[src/rtl/pipeline_exec_controller.sv]
// Execution sequencer for the 5-stage pipeline: gates the global enable for run/step/drain,
// flushes for a new program and counts enabled cycles.
module pipeline_exec_controller #(
  parameter int NB_CNT       = 32,
  parameter int DRAIN_CYCLES = 4
) (
  input  logic              clk,
  input  logic              i_reset,
  input  logic              i_cmd_valid,
  input  logic [1:0]        i_cmd,
  output logic              o_cmd_ready,
  input  logic              i_halt_detected,
  output logic              o_pipe_enable,
  output logic              o_pipe_flush,
  output logic              o_done,
  output logic              o_halted,
  output logic [2:0]        o_state,
  output logic [NB_CNT-1:0] o_cycle_count
);

  localparam logic [1:0] CMD_CLEAR = 2'b00;
  localparam logic [1:0] CMD_RUN   = 2'b01;
  localparam logic [1:0] CMD_STEP  = 2'b10;
  localparam logic [1:0] CMD_ABORT = 2'b11;

  localparam int NB_DRAIN = (DRAIN_CYCLES > 1) ? $clog2(DRAIN_CYCLES) : 1;
  localparam logic [NB_DRAIN-1:0] DRAIN_LOAD = NB_DRAIN'(DRAIN_CYCLES - 1);

  typedef enum logic [2:0] {
    S_IDLE   = 3'd0,
    S_RUN    = 3'd1,
    S_STEP   = 3'd2,
    S_DRAIN  = 3'd3,
    S_HALTED = 3'd4,
    S_FLUSH  = 3'd5
  } state_t;

  state_t              r_state;
  state_t              w_state_next;
  logic [NB_DRAIN-1:0] r_drain_cnt;
  logic [NB_DRAIN-1:0] w_drain_next;
  logic                r_done;
  logic                w_done_next;
  logic [NB_CNT-1:0]   r_cycle_count;
  logic                w_accept;
  logic                w_halt;

  assign o_pipe_enable = (r_state == S_RUN) || (r_state == S_STEP) || (r_state == S_DRAIN);
  assign o_cmd_ready   = (r_state == S_IDLE) || (r_state == S_RUN) || (r_state == S_HALTED);
  assign o_pipe_flush  = (r_state == S_FLUSH);
  assign o_halted      = (r_state == S_HALTED);
  assign o_done        = r_done;
  assign o_state       = r_state;
  assign o_cycle_count = r_cycle_count;

  // A HALT seen while the pipeline is frozen is stale and must not start a drain.
  assign w_accept = i_cmd_valid & o_cmd_ready;
  assign w_halt   = i_halt_detected & o_pipe_enable;

  always_comb begin
    w_state_next = r_state;
    w_drain_next = r_drain_cnt;
    w_done_next  = 1'b0;
    case (r_state)
      S_IDLE: begin
        if (w_accept) begin
          case (i_cmd)
            CMD_RUN:   w_state_next = S_RUN;
            CMD_STEP:  w_state_next = S_STEP;
            CMD_CLEAR: w_state_next = S_FLUSH;
            default:   w_state_next = S_IDLE;
          endcase
        end
      end
      S_RUN: begin
        if (w_halt) begin
          w_state_next = S_DRAIN;
          w_drain_next = DRAIN_LOAD;
        end else if (w_accept && i_cmd == CMD_ABORT) begin
          w_state_next = S_IDLE;
        end
      end
      S_STEP: begin
        if (w_halt) begin
          w_state_next = S_DRAIN;
          w_drain_next = DRAIN_LOAD;
        end else begin
          w_state_next = S_IDLE;
          w_done_next  = 1'b1;
        end
      end
      S_DRAIN: begin
        if (r_drain_cnt == '0) begin
          w_state_next = S_HALTED;
          w_done_next  = 1'b1;
        end else begin
          w_drain_next = r_drain_cnt - 1'b1;
        end
      end
      S_HALTED: begin
        if (w_accept && i_cmd == CMD_CLEAR) w_state_next = S_FLUSH;
      end
      S_FLUSH:  w_state_next = S_IDLE;
      default:  w_state_next = S_IDLE;
    endcase
  end

  always_ff @(posedge clk or posedge i_reset) begin
    if (i_reset) begin
      r_state       <= S_IDLE;
      r_drain_cnt   <= '0;
      r_done        <= 1'b0;
      r_cycle_count <= '0;
    end else begin
      r_state     <= w_state_next;
      r_drain_cnt <= w_drain_next;
      r_done      <= w_done_next;
      if (r_state == S_FLUSH) begin
        r_cycle_count <= '0;
      end else if (o_pipe_enable && (r_cycle_count != '1)) begin
        r_cycle_count <= r_cycle_count + 1'b1;
      end
    end
  end

endmodule

[config.mk]
export PLATFORM = sky130hd
export DESIGN_NAME = pipeline_exec_controller
export DESIGN_NICKNAME = d
export VERILOG_FILES = /design/src/rtl/pipeline_exec_controller.sv
export SDC_FILE = /design/constraint.sdc
export NUM_CORES = 1
export LEC_CHECK = 0
export CORE_UTILIZATION = 40
export DETAILED_ROUTE_END_ITERATION = 16
export GPL_ROUTABILITY_DRIVEN = 0
export PLACE_DENSITY = 0.66
export SKIP_CTS_REPAIR_TIMING = 1
export SYNTH_ARGS = -nofsm -noshare
export SYNTH_HDL_FRONTEND = slang
export SYNTH_SLANG_ARGS = --single-unit
[constraint.sdc]
create_clock -name clk -period 3.4 [get_ports clk]
set_input_delay 0.85 -clock clk [delete_from_list [all_inputs] [get_ports clk]]
set_output_delay 0.85 -clock clk [all_outputs]
set_load 0.1 [all_outputs]
Word level (Yosys, flattened, before mapping)
Index checks and enable logic that the tools add are counted.
{"block": "word_totals", "regBits": 38, "elab_cells": 54}
{"block": "op_classes", "n_addsub": 2, "eq_ne": 15, "mux": 16, "bitwise_logic": 2, "n_reduce_logical": 15}
{"op": "$mux 32", "n": 2}
{"op": "$add 32x1->32 const B", "n": 1}
{"op": "$ne 32x32->1 const B", "n": 1}
{"op": "$mux 3", "n": 5}
{"op": "$pmux 3 s5", "n": 1}
{"op": "$pmux 3 s3", "n": 1}
{"op": "$eq 3x2->1 const B", "n": 2}
{"op": "$eq 3x3->1 const B", "n": 2}
{"op": "$mux 2", "n": 3}
{"op": "$ne 2x1->1 const B", "n": 3}
{"op": "$eq 2x2->1 const B", "n": 2}
{"op": "$logic_not 2->1", "n": 2}
{"op": "$logic_or 1x1->1", "n": 4}
{"op": "$ne 2x2->1 const B", "n": 2}
{"op": "$pmux 2 s2", "n": 1}
{"op": "$reduce_and 4->1", "n": 1}
{"op": "$reduce_bool 2->1", "n": 2}
{"op": "$eq 3x1->1 const B", "n": 1}
{"op": "$logic_and 1x1->1", "n": 3}
{"op": "$logic_not 3->1", "n": 1}
{"op": "$ne 3x2->1 const B", "n": 1}
{"op": "$reduce_and 3->1", "n": 1}
{"op": "$and 1x1->1", "n": 2}
{"op": "$eq 2x1->1 const B", "n": 1}
{"op": "other kinds (4)", "n": 5}

Logic depth before layout (Yosys ltp)
Gate-level depths: netlist of run 1.
{"block": "depth", "ltp_word": 8, "depth_mapped": 8, "ltp_nobuf": 6}

Least setup slack after synthesis of run 1
OpenSTA, ideal clock, no wires.
{"block": "synth_path", "path_type": "flip-flop to output port", "from": "register r_state[2], in the netlist o_state[2]", "to": "output port o_halted", "arrival_time_ps": 3392, "required_time_ps": 2550, "setup_slack_ps": -842, "path_stages_with_launch": 4, "path_buffers": 1, "path_cell_list": "dfrtp_1 > clkbuf_1 > inv_1 > nor3_1"}
{"block": "synth_via", "elab_chain_len": 1}
{"element": "start, declared", "line_no": "38", "rtl": "state_t r_state;"}
{"element": "start signal, assigned", "line_no": "115", "rtl": "r_state <= w_state_next;"}
{"element": "$eq 3x3->1", "line_no": "51", "rtl": "assign o_halted = (r_state == S_HALTED);"}
{"element": "end, declared", "line_no": "16", "rtl": "output logic o_halted,"}
Every way passes these cells.

Worst setup path after layout of run 1
{"block": "layout_path", "from": "register r_state[2], in the netlist o_state[2]", "to": "output port o_pipe_enable"}
{"block": "layout_via", "elab_chain_len": 3}
{"element": "$eq 3x1->1 or $eq 3x2->1 (tied branches)", "line_no": "48", "rtl": "assign o_pipe_enable = (r_state == S_RUN) || (r_state == S_STEP) || (r_state == S_DRAIN);"}
{"element": "$logic_or 1x1->1", "line_no": "48"}
{"element": "$logic_or 1x1->1 *", "line_no": "48"}
{"element": "end, declared", "line_no": "13", "rtl": "output logic o_pipe_enable,"}
Every way passes the cells marked *; elsewhere a longest branch is shown, timed or not.

==> results.rst, run 1 <==
.. list-table::
   :header-rows: 1

   * - Metric
     - Value
   * - Post-layout total power
     - 2.16 mW
   * - Power density over cell area
     - between 700 and 800 nW/um^2
   * - Total standard cell area after synthesis
     - ~2300 sq um
   * - Wire length of the first global-routing pass
     - approximately 10000 microns
   * - Detailed-route wire length per cell
     - ~16 microns
   * - Total half-perimeter wirelength after legalization and detailed placement
     - between 4000 and 5000 microns
   * - Library cell appearing most often on the critical path
     - buf_4
   * - Die Area
     - 6050 sq um
   * - Time the worst path needs with I/O delays and setup
     - approximately 2800 ps
   * - Largest voltage drop on the vdd net
     - 0.641 mV
   * - Top area cells in the synthesized netlist
     - dfrtp_1 (41%), o31ai_1 (4.3%), nand3_1 (3.9%)
   * - Antenna violation net count after detailed routing
     - 0
   * - Max transition margin
     - 0.606
   * - RSZ-0062 raised after global routing
     - no
   * - Layout area overhead
     - 26.2%
   * - Width of the die
     - 77.8 microns
   * - Count of unique library cells instantiated by Yosys
     - between 40 and 50
   * - Die height
     - between 70 and 80 microns
   * - Pin slew with the least headroom to its limit
     - slightly below 600 ps
   * - Standard cell with the maximum stage delay on the critical path
     - clkinv_1
   * - Iteration-0 DRC count of the detailed router
     - roughly 130
   * - Area of placed instances
     - approximately 2800 sq um
   * - Number of global-route vias before repair
     - 2176
   * - I/O pins
     - 46
   * - Overflow after GRT
     - 0
   * - Number of hold-slack violations in the final timing report
     - 0
   * - Pin count of the biggest net entering global routing
     - 39
   * - Post-route setup TNS
     - 0 ps
   * - Period utilisation layout
     - 0.816
   * - Num Clock Sinks
     - 38
   * - Peak fanout along the critical path
     - 18
   * - Cell count after placement
     - 370
   * - Number of setup violations in the final report
     - 0
   * - Number of vias after detailed routing
     - 2261
   * - IO Port Bufs
     - 45
   * - Cells traversed along the worst timing path
     - buf_4 -> o21bai_1 -> clkinv_1 -> buf_4
   * - Reg clk slew, reported paths
     - 80 ps
   * - Class of the most critical hold timing path
     - reg2reg
   * - Maximum clock frequency
     - 361 MHz
   * - Nets
     - around 310
   * - Detailed-route vias per instance
     - 5.98
   * - Cell leakage power
     - about 1.2 nW
   * - Share of the synthesized area in the top cell type
     - 0.414
   * - Max H-tree Level
     - 2
   * - Result of the run
     - completed
   * - Detailed-route wire length
     - just under 6000 microns
   * - Core area
     - ~5500 sq um
   * - Worst Path Required
     - ~2600 ps
   * - Post-Layout Cell Count
     - between 300 and 400
   * - Kind of start point of the critical path
     - flip-flop
   * - Post-synthesis sequential area ratio
     - 0.414
   * - Final instance area
     - between 2000 and 3000 sq um
   * - Setup crit end kind
     - primary output
   * - Number of antenna violations at the first check in global routing
     - 0
   * - Synth Area per Inst
     - approximately 8.9 sq um
   * - Root Driver
     - clkbuf_8
   * - Post-Syn Instances
     - approximately 260
   * - Maximum number of buffers from clock root to sink
     - 2
   * - DRC violation count after routing
     - 0
   * - Clock Skew
     - between 9 and 10 ps
   * - Core Util, Final
     - 0.526
   * - Num rows
     - 27
   * - Number of warning messages in the yosys log
     - 0
   * - Mapped Nets
     - 267
   * - Total track usage
     - 0.210
   * - Dominant cell type by area after synthesis
     - dfrtp_1
   * - Clock network latency to the later pin of the worst-skew pair
     - 300 ps
   * - CP top delay family
     - buffers and inverters
   * - Commonest cells after routing, fill and taps aside
     - buf_4 (47), dfrtp_1 (38), nand2_1 (22)
   * - Most common library cell in the layout ignoring fill and taps
     - buf_4
   * - Fraction of final layout cells with drive strength greater than 1
     - 0.219
   * - Max-slew violation total from the final report
     - 0
   * - Flops & latches, synth
     - 38
   * - Number of antenna repair diodes
     - 0
   * - Fillers
     - slightly above 500
   * - Arrival @ worst endpoint
     - 1920 ps
   * - Number of maximum-capacitance violations
     - 0
   * - CTS tree
     - built
   * - Initial Util
     - 0.417
   * - Number of buffers created by CTS
     - 5
   * - Slowest Stage Delay on Critical Path
     - roughly 420 ps
   * - Critical path class
     - reg2out
   * - Buffers plus inverters on the worst setup path
     - 3
   * - Drt first pass iters
     - 4
-- worst reg2reg max path: stages (launching register included) --
cell and delay, ps:
dfrtp_1 440, nand4_1 280, or4_1 750, o31ai_4 420, buf_4 290, o311ai_0 160
o41ai_1 90
-- logic make-up (layout without fill, tap and decap cells) --
| family | Yosys count | after routing | synth area share |
|---|---|---|---|
| XOR/XNOR | 5 | 5 | 0.0191 |
| AND/OR/NAND/NOR | 112 | 112 | 0.269 |
| adder cells (fa/ha/maj) | 2 | 2 | 0.0109 |
| flip-flops | 38 | 38 | 0.414 |
| AO/OA/AOI/OAI | 78 | 78 | 0.244 |
| buffers and inverters | 24 | 71 | 0.0436 |
-- sequential cells by signal (all words and copies together) (netlist names) --
| name | count |
|---|---|
| o_done | 1 |
| r_drain_cnt | 2 |
| o_cycle_count | 32 |
| o_state | 3 |
-- metal layers --
metal	part of all wire	GRT usage
met3	0.047	0.0388
met5	0	0
met2	0.47	0.338
met4	0.017	0.0925
met1	0.47	0.275
-- power breakdown --
group,switching [mW],internal [mW]
clock network,0.173,0.313
logic,0.823,0.277
registers,0.0650,0.508
total,1.06,1.10
-- area by class of cell --
| class | instances | area (sq um) | area share |
|---|---|---|---|
| Tap cell | 72 | 90.1 | 0.0311 |
| Inverter | 10 | 37.5 | 0.0130 |
| Clock inverter | 2 | 60.1 | 0.0207 |
| Sequential cell | 38 | 951 | 0.328 |
| Timing Repair Buffer | 53 | 423 | 0.146 |
| Clock buffer | 6 | 82.6 | 0.0285 |
| Multi-Input combinational cell | 197 | 1250 | 0.433 |
-- cell usage after synthesis, drive strengths merged --
library cell and n:
dfrtp 38, nand2 22, nand3 20, a21oi 17, nor2 14, o31ai 14
or4 12, clkbuf 11, o21ai 11, inv 9, nand4 9, nor3 9
o211ai 8, or3 8, o311ai 7, o41ai 7, nor4 6, and3 4
nand2b 4, buf 3, xor2 3, a21boi 2, ha 2, nor3b 2
or2 2, xnor2 2, a21o 1, a221oi 1, a22oi 1, a311o 1
a311oi 1, a31o 1, a41o 1, a41oi 1, clkinv 1, o21a 1
o21bai 1, o22a 1, o31a 1
-- stage by stage --
| stage | hold slack, ps | setup WS (ps) |
|---|---|---|
| 2_1_floorplan | 465 | 14.5 |
| 3_3_place_gp | 485 | 789 |
| 3_5_place_dp | 500 | 720 |
| 4_1_cts | 518 | 636 |
| 5_1_grt | 554 | 560 |
| 6_report | 521 | 626 |
-- worst paths after layout --
path / to / startpoint / cells past startpoint / slack (ps)
worst max-delay path: o_pipe_enable / o_state[2] / 4 / 630
worst min-delay path: r_drain_cnt[1] / r_drain_cnt[1] / 2 / 520
worst max register to register: o_cycle_count[6] / o_cycle_count[18] / 6 / 870
worst min register to register: r_drain_cnt[1] / r_drain_cnt[1] / 2 / 520
max in group asynchronous: o_cycle_count[26] / i_reset / 3 / 2080
min in group asynchronous: r_drain_cnt[1] / i_reset / 3 / 970
Power figures use the tool's default switching activity.
==> inputs of run 2 (changes only) <==
- PLACE_DENSITY: 0.66 -> 0.68
- clock period: 3.4 -> 2.24 ns (I/O delays scaled with it)
==> results.rst, run 2 (same netlist as run 1, synthesis figures left out) <==
.. list-table::
   :header-rows: 1

   * - Metric
     - Value
   * - Result of the run
     - completed
   * - Total track usage
     - 0.227
   * - Detailed-route vias per instance
     - 5.99
   * - Pin count of the biggest net entering global routing
     - 39
   * - Clock network latency to the later pin of the worst-skew pair
     - 300 ps
   * - Time the worst path needs with I/O delays and setup
     - approximately 2200 ps
   * - RSZ-0062 raised after global routing
     - no
   * - Cell leakage power
     - 1.27 nW
   * - Number of vias after detailed routing
     - about 2400
   * - Width of the die
     - between 70 and 80 microns
   * - Wire length of the first global-routing pass
     - ~11000 microns
   * - Number of antenna repair diodes
     - 0
   * - Maximum clock frequency
     - ~460 MHz
   * - Core area
     - approximately 5500 sq um
   * - Commonest cells after routing, fill and taps aside
     - buf_4 (56), dfrtp_4 (26), nand2_1 (22)
   * - Hold Crit Depth
     - 1
   * - Worst hold path endpoint
     - r_drain_cnt[0]
   * - Fraction of final layout cells with drive strength greater than 1
     - 0.384
   * - CTS tree
     - built
   * - Die height
     - 77.8 microns
   * - DRC violation count after routing
     - 0
   * - FF-to-FF Start
     - o_cycle_count[11]
   * - Number of global-route vias before repair
     - 2271
   * - Worst reg-to-reg setup slack
     - 70 ps
   * - Initial Util
     - 0.417
   * - Iteration-0 DRC count of the detailed router
     - approximately 130
   * - Reg clk slew, reported paths
     - 80 ps
   * - Number of antenna violations at the first check in global routing
     - 0
   * - Setup crit end kind
     - flip-flop
   * - Class of the most critical hold timing path
     - reg2reg
   * - Number of setup violations in the final report
     - 0
   * - Worst Path Required
     - ~2500 ps
   * - Cell count after placement
     - slightly below 400
   * - Hold Path Origin
     - r_drain_cnt[0]
   * - Number of flip-flops under the largest register name
     - 32
   * - Max H-tree Level
     - 2
   * - Max transition margin
     - 0.644
   * - Max-slew violation total from the final report
     - 0
   * - IO Port Bufs
     - 45
   * - Arrival @ worst endpoint
     - 2400 ps
   * - I/O pins
     - 46
   * - Total half-perimeter wirelength after legalization and detailed placement
     - 4580 microns
   * - R2r worst-path depth
     - 5
   * - Pin slew with the least headroom to its limit
     - around 530 ps
   * - Antenna violation net count after detailed routing
     - 0
   * - Peak fanout along the critical path
     - 6
   * - Clock Skew
     - between 6 and 7 ps
   * - Overflow after GRT
     - 0
   * - Reg-to-Reg End
     - o_cycle_count[30]
   * - Kind of start point of the critical path
     - flip-flop
   * - Number of buffers created by CTS
     - 5
   * - Die Area
     - 6050 sq um
   * - Num rows
     - 27
   * - Critical path class
     - reg2reg
   * - Maximum number of buffers from clock root to sink
     - 2
   * - Post-Layout Cell Count
     - about 400
   * - Period utilisation layout
     - 0.969
   * - Number of hold-slack violations in the final timing report
     - 0
   * - Nets
     - 330
   * - Num Clock Sinks
     - 38
   * - Detailed-route wire length
     - 6370 microns
   * - Worst hold slack across all endpoints
     - a little over 500 ps
   * - Number of maximum-capacitance violations
     - 0
   * - Layout area overhead
     - 43.3%
   * - Most common library cell in the layout ignoring fill and taps
     - buf_4
   * - Root Driver
     - clkbuf_8
   * - Drt first pass iters
     - 4
   * - Largest voltage drop on the vdd net
     - 0.916 mV
   * - Detailed-route wire length per cell
     - between 15 and 20 microns
   * - Power density over cell area
     - between 1000 and 1500 nW/um^2
[run 2: worst max-delay path, stage by stage (launching register included)]
cell and delay, ps:
dfrtp_4 440, nand3_2 120, or4_4 580, or3_4 380, or4_1 430, a21oi_2 150
[run 2: where the power goes]
part	total, mW	leakage (nW)	switching [mW]	internal, mW
registers	0.924	0.452	0.113	0.812
logic	1.96	0.742	1.32	0.637
clock network	0.735	0.0714	0.259	0.475
total	3.62	1.27	1.70	1.92
[run 2: layer usage]
layer  up-vias  track usage  part of all wire
li1       1136            -                 -
met1      1164        0.294              0.46
met2        62        0.376              0.49
met3         6       0.0506             0.047
met4         0       0.0679            0.0089
met5         -            0                 0
[run 2: final cells by class]
| cell class | count | area (sq um) |
|---|---|---|
| Sequential cell | 38 | 1060 |
| Clock inverter | 2 | 60.1 |
| Tap cell | 72 | 90.1 |
| Clock buffer | 6 | 82.6 |
| Fill cell | 493 | 2220 |
| Inverter | 10 | 50.0 |
| Multi-Input combinational cell | 197 | 1310 |
| Timing Repair Buffer | 70 | 642 |
[run 2: worst max path at each step]
stage | from | end | cells past startpoint
floorplan | o_cycle_count[14] | o_cycle_count[28] | 6
global placement | o_cycle_count[7] | o_cycle_count[28] | 5
detailed placement | o_cycle_count[7] | o_cycle_count[28] | 5
CTS | o_cycle_count[7] | o_cycle_count[30] | 5
global route | o_cycle_count[12] | o_cycle_count[28] | 5
finish | o_cycle_count[11] | o_cycle_count[30] | 5
[run 2: per-stage QoR]
stage          power [mW]   util  setup TNS (ps)  area (sq um)  worst slack [ps]
3_5_place_dp         2.90  0.568               0          3130              35.0
3_3_place_gp         2.89  0.568               0          3130              82.9
6_report             3.62  0.598               0          3290              68.7
2_1_floorplan        2.34      -            -763          2530              -159
4_1_cts              3.64  0.594               0          3270              7.03
5_1_grt              3.80  0.598               0          3290              2.35
